$ cat src/rtl/regfile_pkg.sv
// Shared types and helpers for the parametrised register file: clear-FSM state,
// default geometry and the per-byte write merge.
package regfile_pkg;

    typedef enum logic {
        IDLE  = 1'b0,
        CLEAR = 1'b1
    } clr_state_t;

    localparam int DEF_DATA_WIDTH = 32;
    localparam int DEF_ADDR_WIDTH = 5;
    localparam int DEF_NUM_READ   = 2;

    function automatic logic [7:0] byte_merge(
        input logic [7:0] old_b,
        input logic [7:0] new_b,
        input logic       mask
    );
        return mask ? new_b : old_b;
    endfunction

endpackage

$ cat src/rtl/regfile_clear_fsm.sv
// Sequential clear engine: one entry zeroed per cycle, DEPTH cycles per sweep.
// Busy is registered (asserted the cycle after the start pulse); start requests during a sweep are ignored.
module regfile_clear_fsm
    import regfile_pkg::*;
#(
    parameter int ADDR_WIDTH = DEF_ADDR_WIDTH
) (
    input  logic                  i_clk,
    input  logic                  i_rst_n,
    input  logic                  i_clear,
    output logic                  o_busy,
    output logic                  o_idle,
    output logic                  o_clr_vld,
    output logic [ADDR_WIDTH-1:0] o_clr_addr
);

    localparam logic [ADDR_WIDTH-1:0] LAST_IDX = '1;

    clr_state_t            r_state;
    clr_state_t            w_next_state;
    logic [ADDR_WIDTH-1:0] r_cnt;
    logic [ADDR_WIDTH-1:0] w_next_cnt;

    always_ff @(posedge i_clk or negedge i_rst_n) begin
        if (!i_rst_n) begin
            r_state <= IDLE;
            r_cnt   <= '0;
        end else begin
            r_state <= w_next_state;
            r_cnt   <= w_next_cnt;
        end
    end

    // The counter increment wraps naturally from DEPTH-1 back to 0 on the final sweep cycle.
    always_comb begin
        w_next_state = r_state;
        w_next_cnt   = r_cnt;
        case (r_state)
            IDLE: begin
                if (i_clear) begin
                    w_next_state = CLEAR;
                    w_next_cnt   = '0;
                end
            end
            CLEAR: begin
                w_next_cnt = r_cnt + 1'b1;
                if (r_cnt == LAST_IDX) begin
                    w_next_state = IDLE;
                end
            end
            default: begin
                w_next_state = IDLE;
                w_next_cnt   = '0;
            end
        endcase
    end

    always_comb begin
        o_busy     = (r_state == CLEAR);
        o_idle     = (r_state == IDLE);
        o_clr_vld  = (r_state == CLEAR);
        o_clr_addr = r_cnt;
    end

endmodule

$ cat src/rtl/regfile_param.sv
// Parametrised register file: byte-enable write port, NUM_READ zero-latency read ports, optional zero register,
// sequential clear engine (writes dropped while busy). Define REGFILE_BYPASS_EN for same-cycle write-to-read forwarding.
module regfile_param
    import regfile_pkg::*;
#(
    parameter int DATA_WIDTH = DEF_DATA_WIDTH,
    parameter int ADDR_WIDTH = DEF_ADDR_WIDTH,
    parameter int NUM_READ   = DEF_NUM_READ,
    parameter int ZERO_REG   = 1
) (
    input  logic                           clock,
    input  logic                           ctrl_reset_n,
    input  logic                           ctrl_writeEn,
    input  logic [ADDR_WIDTH-1:0]          ctrl_writeReg,
    input  logic [DATA_WIDTH/8-1:0]        ctrl_byteEn,
    input  logic [DATA_WIDTH-1:0]          data_writeReg,
    input  logic [NUM_READ*ADDR_WIDTH-1:0] ctrl_readReg,
    output logic [NUM_READ*DATA_WIDTH-1:0] data_readReg,
    input  logic                           ctrl_clear,
    output logic                           clear_busy
);

    localparam int DEPTH  = 2 ** ADDR_WIDTH;
    localparam int NBYTES = DATA_WIDTH / 8;

    logic [DATA_WIDTH-1:0] r_mem [DEPTH];

    logic                  w_idle;
    logic                  w_clr_vld;
    logic [ADDR_WIDTH-1:0] w_clr_addr;
    logic                  w_zero_wr;
    logic                  w_wr_en;
    logic [DATA_WIDTH-1:0] w_wr_old;
    logic [DATA_WIDTH-1:0] w_wr_merged;

    regfile_clear_fsm #(
        .ADDR_WIDTH (ADDR_WIDTH)
    ) u_clear_fsm (
        .i_clk      (clock),
        .i_rst_n    (ctrl_reset_n),
        .i_clear    (ctrl_clear),
        .o_busy     (clear_busy),
        .o_idle     (w_idle),
        .o_clr_vld  (w_clr_vld),
        .o_clr_addr (w_clr_addr)
    );

    // A clear request in IDLE wins over a write in the same cycle; reset gating keeps reads at zero during reset.
    assign w_zero_wr = (ZERO_REG != 0) && (ctrl_writeReg == '0);
    assign w_wr_en   = ctrl_reset_n && ctrl_writeEn && w_idle && !ctrl_clear && !w_zero_wr;
    assign w_wr_old  = r_mem[ctrl_writeReg];

    for (genvar b = 0; b < NBYTES; b++) begin : g_merge
        assign w_wr_merged[8*b +: 8] = byte_merge(w_wr_old[8*b +: 8], data_writeReg[8*b +: 8], ctrl_byteEn[b]);
    end

    always_ff @(posedge clock or negedge ctrl_reset_n) begin
        if (!ctrl_reset_n) begin
            for (int i = 0; i < DEPTH; i++) begin
                r_mem[i] <= '0;
            end
        end else if (w_clr_vld) begin
            r_mem[w_clr_addr] <= '0;
        end else if (w_wr_en) begin
            r_mem[ctrl_writeReg] <= w_wr_merged;
        end
    end

    logic [ADDR_WIDTH-1:0] w_rd_addr [NUM_READ];
    logic [DATA_WIDTH-1:0] w_rd_dat  [NUM_READ];

    for (genvar p = 0; p < NUM_READ; p++) begin : g_read
        assign w_rd_addr[p] = ctrl_readReg[p*ADDR_WIDTH +: ADDR_WIDTH];

        always_comb begin
            w_rd_dat[p] = r_mem[w_rd_addr[p]];
`ifdef REGFILE_BYPASS_EN
            if (w_wr_en && (w_rd_addr[p] == ctrl_writeReg)) begin
                w_rd_dat[p] = w_wr_merged;
            end
`endif
            if ((ZERO_REG != 0) && (w_rd_addr[p] == '0)) begin
                w_rd_dat[p] = '0;
            end
        end

        assign data_readReg[p*DATA_WIDTH +: DATA_WIDTH] = w_rd_dat[p];
    end

endmodule
$ cat config.mk
export PLATFORM = sky130hd
export DESIGN_NAME = regfile_param
export DESIGN_NICKNAME = d
export VERILOG_FILES = /design/src/rtl/regfile_pkg.sv /design/src/rtl/regfile_clear_fsm.sv /design/src/rtl/regfile_param.sv
export SDC_FILE = /design/constraint.sdc
export NUM_CORES = 2
export LEC_CHECK = 0
export BUFFER_PORTS_ARGS = -buffer_cell sky130_fd_sc_hd__clkbuf_2
export CAP_MARGIN = 20
export CORE_ASPECT_RATIO = 0.7
export CORE_MARGIN = 5
export CORE_UTILIZATION = 62
export DETAILED_ROUTE_END_ITERATION = 8
export PLACE_DENSITY_LB_ADDON = 0.05
export SYNTH_ARGS = -nofsm -noshare
export SYNTH_HDL_FRONTEND = slang
export SYNTH_HIERARCHICAL = 1
export SYNTH_SLANG_ARGS = --single-unit
$ cat constraint.sdc
create_clock -name clock -period 3.2 [get_ports clock]
set_input_delay 0.16 -clock clock [delete_from_list [all_inputs] [get_ports clock]]
set_output_delay 0.16 -clock clock [all_outputs]
set_load 0.01 [all_outputs]
# After elaboration in Yosys (flattened, before gate mapping)

Index checks and enable logic that the tools add are counted.

Flip-flop bits (word level): 1,030
Logic and storage cells: 89

Order comparisons: 6
Multiplexer cells: 27
Equal/unequal tests: 2
Reductions and logical operators: 12
Add/sub/neg operators: 1
Bitwise operators: 7

Operators by type and width:

| kind                                               | number |
|---|---|
| 2-to-1 mux 1024 bit                                | 2 |
| AND 1024 bit                                       | 1 |
| bitwise mux 1024 bit                               | 1 |
| NOT 1024 bit                                       | 1 |
| binary-select mux 32 bit (select 5 bit)            | 3 |
| demux 32 bit (select 5 bit)                        | 2 |
| 2-to-1 mux 32 bit                                  | 10 |
| 2-to-1 mux 8 bit                                   | 4 |
| >= comparator 6 bit, second input constant         | 4 |
| NOT 5 -> 6 bit                                     | 4 |
| logical NOT 5 bit                                  | 3 |
| < comparator 6 x 1 -> 1 bit, second input constant | 2 |
| one-hot mux 5 bit (2 select lines)                 | 1 |
| logical AND 1 bit                                  | 6 |
| adder 5 x 1 -> 5 bit, second input constant        | 1 |
| equality test 5 bit, second input constant         | 1 |
| 2-to-1 mux 5 bit                                   | 1 |
| logical NOT 1 bit                                  | 2 |
| 2-to-1 mux 1 bit                                   | 2 |
| != test 2 bit, second input constant               | 1 |
| one-hot mux 1 bit (2 select lines)                 | 1 |
| nonzero test 2 bit                                 | 1 |
| NOT 1 bit                                          | 1 |

# Longest topological paths before layout

Depth after elaboration: 8
Depth in mapped cells: 12
Depth with buffers taken out: 7

# Cells and area by module

The synthesis kept the hierarchy.

By module, submodules not included:

| module            | seq. area each (um^2) | instances | area each (um^2) | cells an instance |
|---|---|---|---|---|
| regfile_param     | 25,624.6              | 1         | 61,179.9         | 4,391 |
| regfile_clear_fsm | 150.1                 | 1         | 292.8            | 27 |

# Worst setup path before layout

No wires, ideal clock.

Kind: reg2reg
Start: register u_clear_fsm.r_state (netlist: u_clear_fsm/o_busy)
End: register r_mem[738] (netlist bit)
Path buffers: 2
Period minus slack after synthesis: 2,511 ps
Arrival time: 2,390 ps
Path slack: 689 ps
Cell stages (with the launch flop): 8
Required time: 3,079 ps
Library setup time: 121 ps
Cells stage by stage: dfrtp_1 -> buf_4 -> nor4bb_1 -> nand3b_1 -> nor4_2 -> a21oi_1 -> clkbuf_1 -> a22o_1

Longest elaborated chain between the ends: 5

RTL lines:

| what                            | line                    | text |
|---|---|---|
| from (decl)                     | regfile_clear_fsm.sv:19 | `clr_state_t r_state;` |
| from (signal assigned)          | regfile_clear_fsm.sv:29 | `r_state <= w_next_state;` |
| NOT 1 bit                       | -                       |  |
| logical AND 1 bit (3 in series) | regfile_param.sv:50     | `assign w_wr_en = ctrl_reset_n && ctrl_writeEn && w_idle && !ctrl_clear && !w_zero_wr;` |
| nonzero test 2 bit (no line)    | -                       |  |
| to (signal, indexed assignment) | regfile_param.sv:65     | `r_mem[ctrl_writeReg] <= w_wr_merged;` |
| to (decl)                       | regfile_param.sv:26     | `logic [DATA_WIDTH-1:0] r_mem [DEPTH];` |

Several ways; a longest one is shown, not always the timed one.
A chain may end at the register's enable or synchronous reset.

# Final worst setup path

Start: register u_clear_fsm.r_state (netlist: u_clear_fsm/o_busy)
End: register r_mem[573] (netlist bit)

Longest elaborated chain between the ends: 5

RTL lines:

| what                            | line                | text |
|---|---|---|
| NOT 1 bit                       | -                   |  |
| named net w_idle                | regfile_param.sv:28 | `logic w_idle;` |
| logical AND 1 bit (3 in series) | regfile_param.sv:50 |  |
| nonzero test 2 bit (no line)    | -                   |  |

The timed path passes the listed nets, and every way through them passes these cells.

==> reports/metrics.csv <==
stage,metric,value,unit
status,outcome,"finished, final reports clean",
power,peak supply drop,0.473,mV
grt,initial antenna violation count,14,
synthesis,"EDFF count, synth",0,
grt,largest net degree at the start of global routing,166,
grt,vias in the first global route,50000,
worst_setup_path,Critical Path Start Type,register,
synthesis,"top cells by area, synth","dfrtp_1 (42%), mux4_2 (27%), a22o_1 (13%), mux2i_1 (4.8%), clkbuf_1 (2.0%)",
synthesis,Synth warnings,6,
placement,GPL Wtd Cong,0.991,
synthesis,sequential-to-total area share from yosys stat,41.9,%
synthesis,"flops & latches, synth",1030,
timing,worst-margin pin slew,1.22,ns
synthesis,"area leader, netlist",dfrtp_1,
min_path,Min-Delay Path Depth,4,
route,Vias/cell,8.81,
floorplan,CORE AREA,98300,um^2
cells_and_area,Area Overhead vs Synth,13.5,%
route,DRC viols,0,
worst_setup_path,Crit path required time,3.84,ns
placement,Port Buffer Count,119,
placement,DP Cell Count,5711,
route,Avg WL per Cell,46.0,um
job,Max-Cap Viols,0,
clocking,Clock Latency Late Sink,0.73,ns
cells_and_area,multi-input logic area,33600,um^2
timing,Final Hold Viols,0,
worst_setup_path,Worst Path Max Fanout,32,
timing,Tcrit/Tclk final,98.3,%
worst_setup_path,R2R depth,7,
timing,setup_tns,0,ns
grt,global-route wire length before repair,383000,um
cells_and_area,final instance area,69700,um^2
floorplan,initial core utilization,62.6,%
synthesis,Post-Syn Area,61500,um^2
floorplan,Die ar.,106000,um^2
synthesis,Syn Inst Count,4418,
route,Vias,52100,
clocking,post_cts resized,0,
worst_setup_path,type of the worst setup path,reg2reg,
synthesis,library cells used by synthesis,76,
worst_setup_path,slowest CP cell,buf_4,
floorplan,row cnt,96,
timing,worst hold slack,0.130,ns
clocking,H-tree depth,3,
worst_setup_path,R2R Setup Slk,0.06,ns
synthesis,top_reg_cell synth,dfrtp_1,
route,Iter 0 DRT Violations,9676,
synthesis,Syn Nets,4475,
cells_and_area,"Cell Count, Final, Fillers Out",5912,
cells_and_area,final core occ,71.0,%
timing,RSZ-0062 raised after global routing,no,
route,1st-pass router iterations,6,
cells_and_area,# fillers,6698,
route,Routed Wire Length,272000,um
min_path,worst hold path class,in2reg,
synthesis,syn_area_per_cell,13.9,um^2
synthesis,ys async rst share,100,%
timing,max_slew headroom,18.3,%
timing,setup violators final,0,
cells_and_area,register area,25800,um^2
synthesis,area share of the largest cell type after synthesis,41.9,%
cells_and_area,layout cell share with drive strength beyond 1,34.2,%
floorplan,io pins,120,
timing,FMAX,318,MHz
grt,GRT Util Overall,51.7,%
worst_setup_path,"Arr. time, crit path",3.79,ns
power,Pwr Density,461,nW/um^2
timing,"Slew Viols, Final",0,
worst_setup_path,reg2reg end,r_mem[573],
clocking,Longest Clk Path Bufs,3,
floorplan,Die H,273,um
worst_setup_path,CP peak stage delay,0.59,ns
route,ANT nets after route,0,
placement,Post-DP HPWL,168000,um
clocking,total CTS buffers,101,
worst_setup_path,CP Capture Type,register,
clocking,CTS tree,done,
worst_setup_path,Reg-to-Reg Start,u_clear_fsm/o_busy,
worst_setup_path,crit-path cells,inv_2 > nor4bb_1 > and3b_1 > nand2_1 > nor2_4 > buf_4 > a22o_1,
min_path,Min-Delay Endpoint,r_mem[925],
grt,GRT overflow,0,
worst_setup_path,CP startpoint,u_clear_fsm/o_busy,
min_path,Worst Hold Launch,data_writeReg[29],
clocking,Worst-path clk slew,0.07,ns
clocking,clk sinks,1030,
timing,crit path time final,3.14,ns
clocking,Post-CTS Setup Bufs,0,
placement,area post-placement,66100,um^2
power,leakage power figure,30.0,nW
cells_and_area,nets,4557,
clocking,clock root buffer,clkbuf_16,
floorplan,Die W,386,um
timing,Setup Skew,0.0285,ns
how the worst max path moves through the flow:
| stage | depth (start not counted) | endpoint |
|---|---|---|
| after CTS | 5 | data_readReg[42] |
| after detailed placement | 9 | r_mem[244] |
| after global placement | 8 | r_mem[93] |
| final | 7 | r_mem[573] |
| after global routing | 7 | r_mem[546] |
| after floorplan | 7 | r_mem[738] |
where the power goes:
group          internal [mW]  leakage (nW)  switching [mW]  total [mW]
Sequential              13.1          14.4           0.163        13.3
Clock                   7.42          1.73            5.56        13.0
Combinational           1.60          13.9            4.27        5.87
cell usage after synthesis (3+ instances only):
cell,instances
buf_2,118
nor2_1,56
nand3_1,47
a32oi_1,9
a211o_1,3
clkbuf_1,320
o21ai_0,69
nand2_1,107
mux2i_1,296
or2_2,5
and2_1,37
dfrtp_1,1030
o221ai_1,3
o22ai_1,50
a211oi_1,7
a22o_1,942
a21oi_1,63
a2bb2o_1,3
mux2_2,8
a22oi_1,92
nor2_2,4
a31oi_1,6
inv_1,80
a41oi_1,5
buf_1,53
buf_4,40
buf_6,21
a32o_1,55
nor3_1,14
mux4_2,745
and3b_1,5
and3_1,12
nor4_1,6
nor2b_1,15
nor3b_1,6
a21oi_2,3
o21a_1,6
nand2b_1,12
nor3_2,5
nand4_1,6
nand4b_1,4
timing repair:
action	CTS	global route
hold buffers	4	0
hold endpoints to repair	128	0
endpoints found under the setup margin	0	0
stage by stage:
step	total power [mW]	setup slack (ns)
floorplan	15.9	0.689
global placement	18.9	0.183
detailed placement	19.0	0.169
CTS	31.7	0.108
global route	32.5	0.0321
finish	32.1	0.0552
cells in the final DEF (no fill, tap or decap), drive strengths merged, types with 50 or more instances in the layout:
master,instances
a22o,942
nand2,107
mux4,745
mux2i,296
a21oi,66
a32o,55
inv,81
nor2,60
o21ai,69
clkbuf,253
a22oi,92
o22ai,50
dfrtp,1030
buf,420
registers in the layout (all words and copies together), names as in the netlist:
name / cells
r_mem: 1024
u_clear_fsm/o_busy: 1
u_clear_fsm/o_clr_addr: 5
logic make-up (layout without fill, tap and decap cells):
| family | count (synthesis) | in the layout | share of synthesized area, % |
|---|---|---|---|
| AOI/OAI and AO/OA | 1341 | 1341 | 18.1 |
| muxes | 1049 | 1049 | 32.3 |
| DFF | 1030 | 1030 | 41.9 |
| buffers and inverters | 637 | 798 | 4.67 |
| and+or+nand+nor | 357 | 357 | 3.01 |
| adders and majority gates | 2 | 2 | 0.0407 |
| xor gates and xnor gates | 2 | 2 | 0.0285 |
| other | 0 | 10 | 0 |
per-layer routing:
layer,track usage (%),part of all wire [%],vias to the layer above
li1,-,-,18400
met4,30.0,7.6,16
met1,67.5,33,26500
met2,65.2,39,5866
met5,2.27,0.16,-
met3,31.9,20,1281
critical path: cells and delay by family, from the launching register on:
kind / cells / cell delay [ns]
AOI/OAI and AO/OA: 1 / 0.27
buffers and inverters: 2 / 0.77
DFF: 1 / 0.49
and+or+nand+nor: 4 / 1.46
area by class of cell:
cell class | count | area share [%]
diodes | 10 | 0.0359
clock buffers | 142 | 4.27
clock inverters | 40 | 0.737
inverters | 82 | 0.441
multi-input cells | 2751 | 48.1
flip-flops and latches | 1030 | 37.0
well taps | 1323 | 2.37
repair buffers | 534 | 7.08
Note: power is estimated with default switching activity, not from simulation.
